**src/rtl/sap_1_controller_sequencer_if.sv**
```systemverilog
// sap_1_controller_sequencer_if: opcode in, control word / ring state / halt flag out
interface sap_1_controller_sequencer_if;
   logic [3:0]  opcode;
   logic [11:0] CON;
   logic [5:0]  T;
   logic        HLTbar;
   modport master (input opcode, output CON, output T, output HLTbar);
   modport slave  (output opcode, input CON, input T, input HLTbar);
endinterface

```
**src/rtl/sap_1_controller_sequencer.sv**
```systemverilog
// sap_1_controller_sequencer: SAP-1 six-state ring counter and control word decoder
module sap_1_controller_sequencer #(
   parameter logic [3:0] OP_LDA = 4'h0,
   parameter logic [3:0] OP_ADD = 4'h1,
   parameter logic [3:0] OP_SUB = 4'h2,
   parameter logic [3:0] OP_OUT = 4'hE,
   parameter logic [3:0] OP_HLT = 4'hF
) (
   input logic Clk,
   input logic CLRbar,
   sap_1_controller_sequencer_if.master bus
);
   typedef enum logic [5:0] {
      T1 = 6'b000001,
      T2 = 6'b000010,
      T3 = 6'b000100,
      T4 = 6'b001000,
      T5 = 6'b010000,
      T6 = 6'b100000
   } state_t;
   localparam logic [11:0] NOP = 12'h3E3;
   state_t      state, state_nxt;
   logic        halted, halted_nxt;
   logic [11:0] con;
   logic        is_add, is_sub, is_lda, mem_ref;
   assign is_lda  = bus.opcode == OP_LDA;
   assign is_add  = bus.opcode == OP_ADD;
   assign is_sub  = bus.opcode == OP_SUB;
   assign mem_ref = is_lda | is_add | is_sub;
   // ring advances on the falling edge so CON is settled for the datapath's rising edge
   always_ff @(negedge Clk or negedge CLRbar) begin
      if (!CLRbar) begin
         state  <= T1;
         halted <= 1'b0;
      end else begin
         state  <= state_nxt;
         halted <= halted_nxt;
      end
   end
   // next ring state; HLT is caught on the T3->T4 edge and freezes the ring at T4
   always_comb begin
      state_nxt  = T1;
      halted_nxt = halted;
      if (halted) state_nxt = T4;
      else begin
         case (state)
            T1: state_nxt = T2;
            T2: state_nxt = T3;
            T3: begin
               state_nxt  = T4;
               halted_nxt = bus.opcode == OP_HLT;
            end
            T4: state_nxt = T5;
            T5: state_nxt = T6;
            default: state_nxt = T1;
         endcase
      end
   end
   // control word decode; reset and halt force every strobe inactive
   always_comb begin
      con = NOP;
      case (state)
         T1: con = 12'h5E3;
         T2: con = 12'hBE3;
         T3: con = 12'h263;
         T4: con = mem_ref ? 12'h1A3 : (bus.opcode == OP_OUT) ? 12'h3F2 : NOP;
         T5: con = is_lda ? 12'h2C3 : (is_add | is_sub) ? 12'h2E1 : NOP;
         T6: con = is_add ? 12'h3C7 : is_sub ? 12'h3CF : NOP;
         default: con = NOP;
      endcase
      if (!CLRbar || halted) con = NOP;
   end
   assign bus.CON    = con;
   assign bus.T      = state;
   assign bus.HLTbar = ~halted;
endmodule
```
**src/flat_wrapper.sv**
```systemverilog
// flat-port wrapper written by rule: the top's interface ports become plain ports
module sap_1_controller_sequencer_flat 
#(
   parameter logic [3:0] OP_LDA = 4'h0,
   parameter logic [3:0] OP_ADD = 4'h1,
   parameter logic [3:0] OP_SUB = 4'h2,
   parameter logic [3:0] OP_OUT = 4'hE,
   parameter logic [3:0] OP_HLT = 4'hF
)
  (Clk, CLRbar, bus_opcode, bus_CON, bus_T, bus_HLTbar);
  sap_1_controller_sequencer_if bus_i ();
  input logic Clk;
  input logic CLRbar;
  input wire logic [$bits(bus_i.opcode)-1:0] bus_opcode;
  output wire logic [$bits(bus_i.CON)-1:0] bus_CON;
  output wire logic [$bits(bus_i.T)-1:0] bus_T;
  output wire logic [$bits(bus_i.HLTbar)-1:0] bus_HLTbar;
  assign bus_i.opcode = bus_opcode;
  assign bus_CON = bus_i.CON;
  assign bus_T = bus_i.T;
  assign bus_HLTbar = bus_i.HLTbar;
  sap_1_controller_sequencer #(.OP_LDA(OP_LDA), .OP_ADD(OP_ADD), .OP_SUB(OP_SUB), .OP_OUT(OP_OUT), .OP_HLT(OP_HLT)) u_core (.Clk(Clk), .CLRbar(CLRbar), .bus(bus_i));
endmodule
```
**config.mk**
```make
export PLATFORM = sky130hd
export DESIGN_NAME = sap_1_controller_sequencer_flat
export DESIGN_NICKNAME = d
export VERILOG_FILES = /design/src/rtl/sap_1_controller_sequencer_if.sv /design/src/rtl/sap_1_controller_sequencer.sv /design/src/flat_wrapper.sv
export SDC_FILE = /design/constraint.sdc
export NUM_CORES = 1
export LEC_CHECK = 0
export CAP_MARGIN = 20
export CORE_AREA = 5 5 42 44
export DETAILED_ROUTE_END_ITERATION = 10
export DIE_AREA = 0 0 47 49
export DONT_BUFFER_PORTS = 1
export HOLD_SLACK_MARGIN = 0.08
export PLACE_DENSITY = 0.66
export SLEW_MARGIN = 15
export SYNTH_ARGS = -nofsm -noshare
export SYNTH_HDL_FRONTEND = slang
export SYNTH_SLANG_ARGS = --single-unit
export TNS_END_PERCENT = 30
```
**constraint.sdc**
```tcl
create_clock -name Clk -period 2.7 [get_ports Clk]
set_clock_uncertainty 0.1 [all_clocks]
set_input_delay 0.27 -clock Clk [delete_from_list [all_inputs] [get_ports Clk]]
set_output_delay 0.27 -clock Clk [all_outputs]
set_load 0.02 [all_outputs]
```
==> flow_summary.ini <==
[outcome]
outcome = finished with violations
violations = setup timing

[drt]
drc = 0
avgRoutedWirePerCell_um = 14.1
antenna_left = 0
met3_length_um = 83
first_pass_iters = 4
routed_wl_mm = 1.68
drt_iter0_drc = 19
wl_met1_um = 685
avgViaCountPerCell = 5.33
wl_met2_um = 826
top_layer_used = met4
vias = 634

[die]
ioPinCount = 25
coreArea_sq_mm = 0.00140
fp-row-count = 14
fp.dieH_um = 49
die_w_um = 47
start_util = 0.397
dieArea_sq_mm = 0.00230

[pwr]
p_leak_nw = 0.411
intPower_w = 0.000167
comb_power_share = 0.024
ir_drop_uv = 194
p_seq_frac = 0.491
p_sw_frac = 0.225
p_per_area_mw_per_mm2 = 244
clockPowerShare = 0.485
total_power_w = 0.000215
power_switching_w = 0.0000484

[logic_synthesis]
post_synth_fa_ha_maj_area_fraction = 0
synth_top_area_frac = 0.270
synth_edf_count = 0
synth.area.top_cells = dfrtn_1 27%, nor2_1 7.4%, dfstp_2 4.7%
synth_area_sq_um = 557
yosysSeqAreaShare = 0.317
synth_top_family_by_area = simple AND/OR/NAND/NOR gates
synth_seq_cells = 7
synthMuxAreaShare = 0
yosysWarnings = 0
synth.distinct_cells = 29
synth_compound_area_frac = 0.112
syn_nets = 76
synth_largest_area_cell = dfrtn_1
syn_area_per_cell_sq_um = 7.95
synth_simple_gate_area_frac = 0.425
synthCells = 70
async_flop_share = 1.00
ys.flop_type = dfrtn_1
synth_xor_area_frac = 0.0629

[timing]
hold_ws_ns = 0.439
relSlewSlack = 0.679
rsz0062_at_grt = yes
tightest_slew_ns = 0.479
finalHoldViolations = 0
setup_viol = 18
fin_ws_ns = -0.738
slew_viol_final = 0

[clocking]
cts_tree = done
h-tree-depth = 1
cts-root-buf = clkbuf_4
clk_pin_slew_ns = 0.04
max-clock-path-buffers = 2
postCtsHoldBufs = 0
clock-sinks = 7
cts_buffers = 3
clk_latency_ns = 0.32

[place]
globalplace.congestion = 0.822
hpwl_mm = 1.28
io_buffers = 0
place_area_sq_um = 796

[worst_setup_path]
cp.required_ns = 2.33
worst-path-buf-inv = 1
slowest_stage = dfstp_2
r2r_slack_ns = 1.16
cp_max_fo = 8
arrival_ns = 3.07
critical_path.top_delay_family = flip-flops
critPathKind = flop to output port
max_stage_delay_ns = 0.63
worst_setup_path_start_kind = flop
end_kind = output port
crit_chain = nor2_2 -> nand3_2 -> buf_6 -> nand4_1 -> o211ai_1

[cells_and_area]
diodes = 0
syn_to_final_growth_pct = 58.9
fin_nets = 110
final_common_cell = buf_4
final_area_sq_um = 885
drive_gt1_frac = 0.466
final_core_util = 0.631
layout_common_cells = 28 x buf_4, 11 x nor2_1, 6 x buf_6, 6 x dfrtn_1

[global_routing]
grt.overflow.total = 0
grt_pass1_wl_mm = 2.65
track_usage = 0.160
grt_start_max_net_pins = 9
grt_pass1_vias = 603
antenna_found_initial = 0

[hold_path]
hold_class = flop to flop

[job]
cap_violations = 0
-- synth_stat cells (all sizes together) (2+ instances only) --
| master | count |
|---|---|
| inv | 4 |
| nand2 | 5 |
| nor4 | 2 |
| o21ai | 4 |
| buf | 5 |
| xor2 | 3 |
| nand2b | 2 |
| nand4 | 4 |
| nor2 | 12 |
| dfrtn | 6 |
| nand3 | 6 |
| o211ai | 2 |
| nor3 | 5 |
-- routing by layer --
layer,GRT usage,up-vias
met5,0,-
met4,0.115,0
met3,0.0332,7
met2,0.240,21
met1,0.191,287
li1,-,319
-- sequential cells by signal, indices dropped and copies added, names as in the netlist --
name / cells
u_core.bus.T: 6
u_core.halted: 1
-- power by group through the flow --
stage | clock network (W) | logic [W] | registers, W
after floorplan | 0.00000463 | 0.00000464 | 0.000107
after global placement | 0.00000463 | 0.00000525 | 0.000107
after detailed placement | 0.00000463 | 0.00000525 | 0.000107
after CTS | 0.000107 | 0.00000528 | 0.000106
after global routing | 0.000118 | 0.00000563 | 0.000106
final | 0.000105 | 0.00000520 | 0.000106
-- path summary, 6_finish.rpt --
check / startpoint / endpoint / depth (start not counted)
min reg2reg: u_core.halted / u_core.bus.T[2] / 2
min in group asynchronous: CLRbar / u_core.halted / 0
max reg2reg: u_core.bus.T[3] / u_core.bus.T[0] / 5
min: u_core.halted / u_core.bus.T[2] / 2
max in group asynchronous: CLRbar / u_core.bus.T[0] / 0
max: u_core.bus.T[0] / bus_CON[8] / 5
-- metrics by stage --
stage	instances	setup WS, ns	setup TNS [ns]
floorplan	70	-0.544	-5.01
global placement	112	-0.450	-3.90
detailed placement	112	-0.441	-3.87
CTS	119	-0.740	-8.16
global route	119	-0.840	-9.35
finish	119	-0.738	-8.09
-- worst register-to-register path: cells and delay by family (launching register included) --
family / cells / cell delay, ns
AND/OR/NAND/NOR: 3 / 0.69
buffers and inverters: 2 / 0.30
flip-flops: 1 / 0.43
-- final cells by class --
cell class | count | area, sq um
tap | 16 | 20.0
timing repair buffer | 34 | 278
sequential | 7 | 176
multi-input combinational | 54 | 367
inverter | 3 | 13.8
fill | 122 | 517
clock buffer | 4 | 26.3
clock inverter | 1 | 3.75
-- what timing repair did --
action,CTS,global route
gates cloned,0,0
gates resized for setup,5,4
pin swaps,7,6
buffers inserted,3,0
endpoints found under the setup margin,17,19
-- kinds of logic (layout without fill, tap and decap cells) --
group | count (synthesis) | count (layout)
AOI/OAI and AO/OA | 9 | 9
xor gates and xnor gates | 4 | 4
DFF | 7 | 7
buffers and inverters | 9 | 42
and+or+nand+nor | 41 | 41
No activity file was read; power rests on OpenSTA's default activity.
